### src/rtl/tdm_mux_scan.sv
// -----------------------------------------------------------------------------
// tdm_mux_scan
//   CH-channel, W-bit registered multiplexer with a valid/ready output and a
//   channel-scan sequencer. In manual mode (mode=0) every free output slot
//   loads the channel picked by sel. In scan mode (mode=1) a start pulse
//   sweeps the channels once in ascending order, one beat per accepted
//   transfer, and pulses done after the last beat is taken.
//
//   Optional feature macro: TDM_MUX_MASK_EN
//     When defined, the chan_mask port exists. The mask is captured at start,
//     and the scan visits only the enabled channels. A start with an all-zero
//     mask loads nothing and pulses done on the next edge.
//
// Ports
//   clk        rising-edge clock
//   rst_n      asynchronous active-low reset
//   in         channel data, channel k at in[k*W +: W]
//   mode       0 = manual select, 1 = scan
//   sel        manual channel select
//   start      request one full scan (honoured only in mode=1 while idle)
//   chan_mask  per-channel enable (TDM_MUX_MASK_EN builds only)
//   out_data   selected data (registered)
//   out_ch     channel index of out_data (registered)
//   out_valid  output beat valid
//   out_ready  consumer accepts the beat
//   sel_err    held beat came from an out-of-range manual select
//   busy       scan in progress
//   done       one-cycle pulse after the last scan beat is accepted
// -----------------------------------------------------------------------------
module tdm_mux_scan #(
  parameter int CH = 16,
  parameter int W  = 1,
  localparam int SEL_W = $clog2(CH)
) (
  input  logic              clk,
  input  logic              rst_n,
  input  logic [CH*W-1:0]   in,
  input  logic              mode,
  input  logic [SEL_W-1:0]  sel,
  input  logic              start,
`ifdef TDM_MUX_MASK_EN
  input  logic [CH-1:0]     chan_mask,
`endif
  output logic [W-1:0]      out_data,
  output logic [SEL_W-1:0]  out_ch,
  output logic              out_valid,
  input  logic              out_ready,
  output logic              sel_err,
  output logic              busy,
  output logic              done
);

  typedef enum logic [0:0] {IDLE = 1'b0, SCAN = 1'b1} state_t;

  state_t            state_r, state_nxt_s;
  logic [W-1:0]      out_data_r;
  logic [SEL_W-1:0]  out_ch_r;
  logic              out_valid_r, sel_err_r, busy_r, done_r;

  logic              free_s, accept_s, start_go_s;
  logic [CH-1:0]     start_mask_s, scan_mask_s;
  logic [SEL_W:0]    first_s, next_s;       // {found, index}
  logic              load_s, load_err_s, valid_nxt_s, done_nxt_s;
  logic [SEL_W-1:0]  load_ch_s;
  logic [W-1:0]      load_data_s;

  // Lowest enabled channel in m that is above cur (or at/above 0 when incl=1).
  // Scanning downward lets the last hit be the lowest qualifying index.
  function automatic logic [SEL_W:0] find_next(input logic [CH-1:0]    m,
                                               input logic [SEL_W-1:0] cur,
                                               input logic             incl);
    logic [SEL_W:0] res;
    res = {1'b0, {SEL_W{1'b0}}};
    for (int k = CH - 1; k >= 0; k--) begin
      if (m[k] && (incl || (SEL_W'(k) > cur))) begin
        res = {1'b1, SEL_W'(k)};
      end else begin
        res = res;
      end
    end
    return res;
  endfunction

  // Channel data for idx; indices at or above CH return zero.
  function automatic logic [W-1:0] pick(input logic [CH*W-1:0]  d,
                                        input logic [SEL_W-1:0] idx);
    logic [W-1:0] v;
    v = {W{1'b0}};
    for (int k = 0; k < CH; k++) begin
      if (SEL_W'(k) == idx) begin
        v = d[k*W +: W];
      end else begin
        v = v;
      end
    end
    return v;
  endfunction

  assign free_s     = !out_valid_r || out_ready;
  assign accept_s   = out_valid_r && out_ready;
  assign start_go_s = (state_r == IDLE) && mode && start && free_s;

`ifdef TDM_MUX_MASK_EN
  logic [CH-1:0] mask_r;

  // Mask is captured once at start; later chan_mask changes do not affect the scan.
  always_ff @(posedge clk or negedge rst_n) begin
    if (!rst_n) begin
      mask_r <= {CH{1'b0}};
    end else if (start_go_s) begin
      mask_r <= chan_mask;
    end else begin
      mask_r <= mask_r;
    end
  end

  assign start_mask_s = chan_mask;
  assign scan_mask_s  = mask_r;
`else
  assign start_mask_s = {CH{1'b1}};
  assign scan_mask_s  = {CH{1'b1}};
`endif

  assign first_s = find_next(start_mask_s, {SEL_W{1'b0}}, 1'b1);
  assign next_s  = find_next(scan_mask_s, out_ch_r, 1'b0);

  // FSM state register.
  always_ff @(posedge clk or negedge rst_n) begin
    if (!rst_n) begin
      state_r <= IDLE;
    end else begin
      state_r <= state_nxt_s;
    end
  end

  // FSM next-state: enter SCAN on an honoured start with something to visit,
  // leave once the final channel's beat is accepted.
  always_comb begin
    state_nxt_s = state_r;
    case (state_r)
      IDLE: begin
        if (start_go_s && first_s[SEL_W]) begin
          state_nxt_s = SCAN;
        end else begin
          state_nxt_s = IDLE;
        end
      end
      SCAN: begin
        if (accept_s && !next_s[SEL_W]) begin
          state_nxt_s = IDLE;
        end else begin
          state_nxt_s = SCAN;
        end
      end
      default: state_nxt_s = IDLE;
    endcase
  end

  // FSM outputs: decide whether this cycle loads a beat, which channel, and
  // whether the scan finishes. Without a load, a pending beat drains on accept.
  always_comb begin
    load_s      = 1'b0;
    load_ch_s   = out_ch_r;
    load_err_s  = 1'b0;
    done_nxt_s  = 1'b0;
    case (state_r)
      IDLE: begin
        if (!mode) begin
          if (free_s) begin
            load_s     = 1'b1;
            load_ch_s  = sel;
            load_err_s = ({1'b0, sel} >= (SEL_W + 1)'(CH));
          end else begin
            load_s = 1'b0;
          end
        end else if (start_go_s) begin
          if (first_s[SEL_W]) begin
            load_s    = 1'b1;
            load_ch_s = first_s[SEL_W-1:0];
          end else begin
            done_nxt_s = 1'b1;              // empty mask: nothing to visit
          end
        end else begin
          load_s = 1'b0;
        end
      end
      SCAN: begin
        if (accept_s) begin
          if (next_s[SEL_W]) begin
            load_s    = 1'b1;
            load_ch_s = next_s[SEL_W-1:0];
          end else begin
            done_nxt_s = 1'b1;
          end
        end else begin
          load_s = 1'b0;
        end
      end
      default: load_s = 1'b0;
    endcase
    load_data_s = pick(in, load_ch_s);
    if (load_s) begin
      valid_nxt_s = 1'b1;
    end else begin
      valid_nxt_s = out_valid_r && !out_ready;
    end
  end

  // Output registers: beat fields change only on a load, so they hold through stalls.
  always_ff @(posedge clk or negedge rst_n) begin
    if (!rst_n) begin
      out_data_r  <= {W{1'b0}};
      out_ch_r    <= {SEL_W{1'b0}};
      sel_err_r   <= 1'b0;
      out_valid_r <= 1'b0;
      busy_r      <= 1'b0;
      done_r      <= 1'b0;
    end else begin
      if (load_s) begin
        out_data_r <= load_data_s;
        out_ch_r   <= load_ch_s;
        sel_err_r  <= load_err_s;
      end else begin
        out_data_r <= out_data_r;
        out_ch_r   <= out_ch_r;
        sel_err_r  <= sel_err_r;
      end
      out_valid_r <= valid_nxt_s;
      busy_r      <= (state_nxt_s == SCAN);
      done_r      <= done_nxt_s;
    end
  end

  assign out_data  = out_data_r;
  assign out_ch    = out_ch_r;
  assign out_valid = out_valid_r;
  assign sel_err   = sel_err_r;
  assign busy      = busy_r;
  assign done      = done_r;

endmodule
### config.mk
export PLATFORM = sky130hd
export DESIGN_NAME = tdm_mux_scan
export DESIGN_NICKNAME = d
export VERILOG_FILES = /design/src/rtl/tdm_mux_scan.sv
export SDC_FILE = /design/constraint.sdc
export NUM_CORES = 1
export LEC_CHECK = 0
export BUFFER_PORTS_ARGS = -buffer_cell sky130_fd_sc_hd__buf_4
export CELL_PAD_IN_SITES_DETAIL_PLACEMENT = 0
export CELL_PAD_IN_SITES_GLOBAL_PLACEMENT = 1
export CORE_UTILIZATION = 30
export DETAILED_ROUTE_END_ITERATION = 7
export PLACE_DENSITY_LB_ADDON = 0.1
export SLEW_MARGIN = 20
export SYNTH_ARGS = -nofsm -noshare
export SYNTH_HDL_FRONTEND = slang
export SYNTH_SLANG_ARGS = --single-unit
### constraint.sdc
create_clock -name clk -period 2.5 [get_ports clk]
set_clock_uncertainty 0.1 [all_clocks]
set_input_delay 0.5 -clock clk [delete_from_list [all_inputs] [get_ports clk]]
set_output_delay 0.5 -clock clk [all_outputs]
set_load 0.03 [all_outputs]
Word level (Yosys, flattened, before mapping)
Cells that the tools add are included.
{ "word_totals": {"register_bits": 8, "inputBits": 25, "output_inout_bits": 9, "elab_cells": 98} }
{ "op_classes": {"n_lt_le_gt_ge": 16, "eq_ne": 15, "mux": 50, "bitwise_logic": 1, "n_reduce_logical": 11} }
{ "op_table": {"columns": ["operator", "count"], "rows": [
  ["5-bit two-way mux", 16],
  ["4-bit == test, first input constant", 8],
  ["4-bit > comparator, first input constant", 8],
  ["1-bit two-way mux", 25],
  ["4-bit two-way mux", 5],
  ["3-bit by 4-bit == test with 1-bit output, first input constant", 4],
  ["3-bit by 4-bit > comparator with 1-bit output, first input constant", 4],
  ["2-bit by 4-bit == test with 1-bit output, first input constant", 2],
  ["1-bit by 4-bit > comparator with 1-bit output, first input constant", 2],
  ["2-bit by 4-bit > comparator with 1-bit output, first input constant", 2],
  ["4-bit case mux with 2 select lines", 1],
  ["1-bit logical AND", 6],
  ["1-bit case mux with 2 select lines", 3],
  ["1-bit by 4-bit == test with 1-bit output, first input constant", 1],
  ["4-bit zero test", 1],
  ["1-bit zero test", 3],
  ["1-bit logical OR", 1],
  ["1-bit NOT", 1]
]} }

Longest topological paths before layout
{ "depth": {"depth_word": 37, "depth_mapped": 9, "depth_no_buf": 8} }

Worst setup path after synthesis
Ideal clock, no wire load.
{ "synth_timing": {"path_kind": "register -> register", "start": "reg busy (netlist name)", "end": "reg out_data_r (netlist: out_data)", "setup_time_ns": 0.134, "t_arrival_ns": 2.168, "required_time_ns": 2.266, "slack_ns": 0.098, "stages_incl_launch_ff": 10, "n_path_buf": 2, "period_less_slack_ns": 2.402, "path_cell_list": "dfrtp_1 > buf_2 > inv_1 > and3_4 > a221o_1 > buf_6 > mux2_4 > o211a_1 > o221ai_2 > o211ai_1"} }
{ "synth_lines": {"columns": ["element", "line_no", "source"], "rows": [
  ["to (signal assigned)", "212", "out_data_r <= {W{1'b0}};"],
  ["to (signal assigned)", "220", "out_data_r <= load_data_s;"],
  ["to (signal assigned)", "224", "out_data_r <= out_data_r;"],
  ["to (decl)", "56", "logic [W-1:0] out_data_r;"]
]} }

Worst setup path in the final report
{ "layout_timing": {"start": "reg out_valid_r (netlist: out_valid)", "end": "reg out_data_r (netlist: out_data)"} }
{ "layout_via": {"elab_chain_len": 23, "elab_cells_between_ends": 46, "cone_classes": "eq/ne (15); mux (26); reduce/logical (5)"} }
{ "layout_lines": {"columns": ["element", "line_no", "source"], "rows": [
  ["from (decl)", "58", "logic out_valid_r, sel_err_r, busy_r, done_r;"],
  ["from (signal assigned)", "228", "out_valid_r <= valid_nxt_s;"],
  ["1-bit zero test", "99", "assign free_s = !out_valid_r || out_ready;"],
  ["1-bit logical OR", "99", null],
  ["1-bit logical AND", "101", "assign start_go_s = (state_r == IDLE) && mode && start && free_s;"],
  ["4-bit two-way mux", "176", "end else if (start_go_s) begin"],
  ["4-bit two-way mux", "168", "if (!mode) begin"],
  ["4-bit case mux with 2 select lines", "166", "case (state_r)"],
  ["4-bit zero test", "90", "if (SEL_W'(k) == idx) begin"],
  ["1-bit two-way mux (16 in a row)", "90", null]
]} }
Parallel ways exist; a longest one is shown, timed or not.
A chain may end at the register's enable or synchronous reset.

==> impl_metrics.yaml <==
clocking:
  cts_tree: "built"
  clockBufferDepth: 2
  clock-sinks: 8
  numCtsBuffers: 3
  insertion_delay_ps: 250
  clk_pin_slew_ps: 50
  postCtsSetupBuffers: 0
  htree_num_levels: 1
  clockRootBuffer: "clkbuf_4"
setup_path:
  worst-path-buf-inv: 1
  cp_max_fo: 7
  cpPeakStageDelay_ps: 460
  crit_start: "out_valid"
  critPathCaptureType: "flop"
  startpoint_type: "flop"
  worstPathCellList: "and4_1 > a211oi_1 > a221oi_2 > inv_2 > nand2_1 > nor2_1 > a211o_1 > o211ai_1"
  reg2reg_from: "out_valid"
  critical_path_class: "reg2reg"
  cp_top_family: "compound AO/OA/AOI/OAI gates"
  reg2reg_slack_ps: 310
  worstPathRequired_ps: 2560
  cp_slowest_cell: "dfrtp_1"
  crit_arrival_ps: 2250
grt:
  grt_pass1_vias: 545
  met2_usage_pct: 23.0
  antenna_found_initial: 0
  met3_usage_pct: 2.26
  grt_overflow: 0
  grt_max_degree: 10
  grt_pass1_wl_um: 2350
  globalRoute.busiestLayer: "met2"
  use_met1_pct: 20.6
  grt_use_total_pct: 14.9
timing:
  clock.fmax_mhz: 456
  fin_crit_ps: 2190
  finalCritPeriodShare_pct: 87.7
  setup_tns_ps: 0
  setup_viol: 0
  hold_viol_final: 0
  slew_violations: 0
  rsz0062_at_grt: "no"
  hold_slack_ps: 414
floorplan:
  placementRows: 16
  core_um2: 1960
  io_pins: 34
  die_w_um: 47.9
  dieArea_um2: 2290
  initial_core_util_pct: 32.2
  die_h_um: 47.9
power_and_ir_drop:
  p_leak_nw: 0.470
  p_per_area_nw_per_um2: 1070
  total_power_w: 0.00100
  ir_worst_vdd_mv: 0.496
worst_hold_path:
  worst_hold_path_type: "reg2reg"
  holdCritStartpoint: "out_data"
routing:
  wirelength_um: 1570
  wl_per_cell_um: 12.0
  vias_per_cell: 4.85
  drc: 0
  first_pass_iters: 4
  vias: 635
  antenna_left: 0
  drtIter0Drc: 15
placed_design:
  io_buffers: 32
  dp_hpwl_um: 1300
  place_congestion: 0.735
flow_run:
  cap_violations: 0
cells_and_area:
  num-fill-cells: 212
  final_cell_mix: "buf_4 (35), dfrtp_1 (8), nand2_1 (7), mux2i_1 (7), nor2_1 (6)"
  diodes: 0
  drive_gt1_share_pct: 44.2
  area_growth_pct: 48.3
  nets: 131
  layout_commonest_cell: "buf_4"
yosys:
  syn-num-nets: 93
  syn-instance-count: 68
  syn-cell-area_um2: 632
  yosys_warnings: 0
  avgSynthCellArea_um2: 9.29
  ys_types: 35
  ys_seq_area_share_pct: 31.7
  ys_seq_elements: 8
outcome:
  status: "complete, no violations"
## routing by layer
layer  part of all wire, %  wire length (um)  vias up
met5                     0                 0        -
met2                    48               751       24
met3                   7.6               120        0
met4                     0                 0        0
met1                    44               699      286
li1                      -                 -      325
## sequential cells by signal (all words and copies together), names as in the netlist
register   flops
out_valid      1
out_ch         4
busy           1
out_data       1
done           1
## power breakdown
part / switching, W / internal [W] / total [W]
sequential: 0.0000726 / 0.000181 / 0.000253
clock: 0.0000404 / 0.0000547 / 0.0000951
combinational: 0.000362 / 0.000294 / 0.000656
## cell usage after synthesis (all sizes together)
cell type | count | area (um2)
a211oi | 3 | 22.5
a211o | 1 | 8.76
mux2i | 7 | 70.1
nand4 | 1 | 6.26
dfrtp | 8 | 200
nor3 | 1 | 5.00
nor2 | 6 | 22.5
a221o | 1 | 10.0
o31ai | 1 | 21.3
or3 | 1 | 6.26
buf | 3 | 23.8
o221ai | 1 | 15.0
nor2b | 2 | 12.5
and3 | 2 | 17.5
nand3 | 4 | 20.0
conb | 1 | 3.75
and2b | 1 | 7.51
o211a | 1 | 10.0
nand2 | 7 | 26.3
nand2b | 1 | 13.8
a31oi | 1 | 6.26
a221oi | 1 | 15.0
mux2 | 2 | 26.3
and4 | 1 | 8.76
a41oi | 1 | 8.76
o211ai | 1 | 7.51
a21oi | 3 | 15.0
o21ai | 2 | 10.0
inv | 3 | 11.3
## worst min-delay path: cells and delay by family (launching register included)
family | cells | cell delay [ps]
compound gates | 1 | 80
flops | 1 | 340
simple gates | 1 | 50
## per-stage QoR
step	setup WS (ps)	area, um2	instances	utilization (%)
6_report	307	937	131	47.8
5_1_grt	119	937	131	47.8
4_1_cts	291	937	131	47.8
3_5_place_dp	79.7	905	127	46.1
3_3_place_gp	106	905	127	46.1
2_1_floorplan	98.4	632	68	-
## repair_timing
item / 4_1_cts / 5_1_grt
resized for setup: 0 / 0
endpoints found under the hold margin: 8 / 0
hold buffers: 1 / 0
## final cells by class
type / count / area (um2) / share of cell area [%]
well taps: 27 / 33.8 / 3.60
multi-input cells: 54 / 397 / 42.3
repair buffers: 36 / 273 / 29.1
inverters: 3 / 11.3 / 1.20
clock buffers: 3 / 22.5 / 2.40
flip-flops and latches: 8 / 200 / 21.4
## kinds of logic after synthesis
logic type | after synthesis | share of synthesized area, %
AOI/OAI and AO/OA | 17 | 23.8
buffers and inverters | 6 | 5.54
DFF | 8 | 31.7
muxes | 9 | 15.2
other | 1 | 0.593
and+or+nand+nor | 27 | 23.2
## worst paths after layout
| kind | end | depth (start not counted) |
|---|---|---|
| min in group asynchronous | busy | 2 |
| max in group asynchronous | out_data | 2 |
| hold reg to reg | out_data | 2 |
| setup reg to reg | out_data | 8 |
| setup / recovery | out_data | 8 |
| hold / removal | out_data | 2 |
No activity file was read; power rests on OpenSTA's default activity.
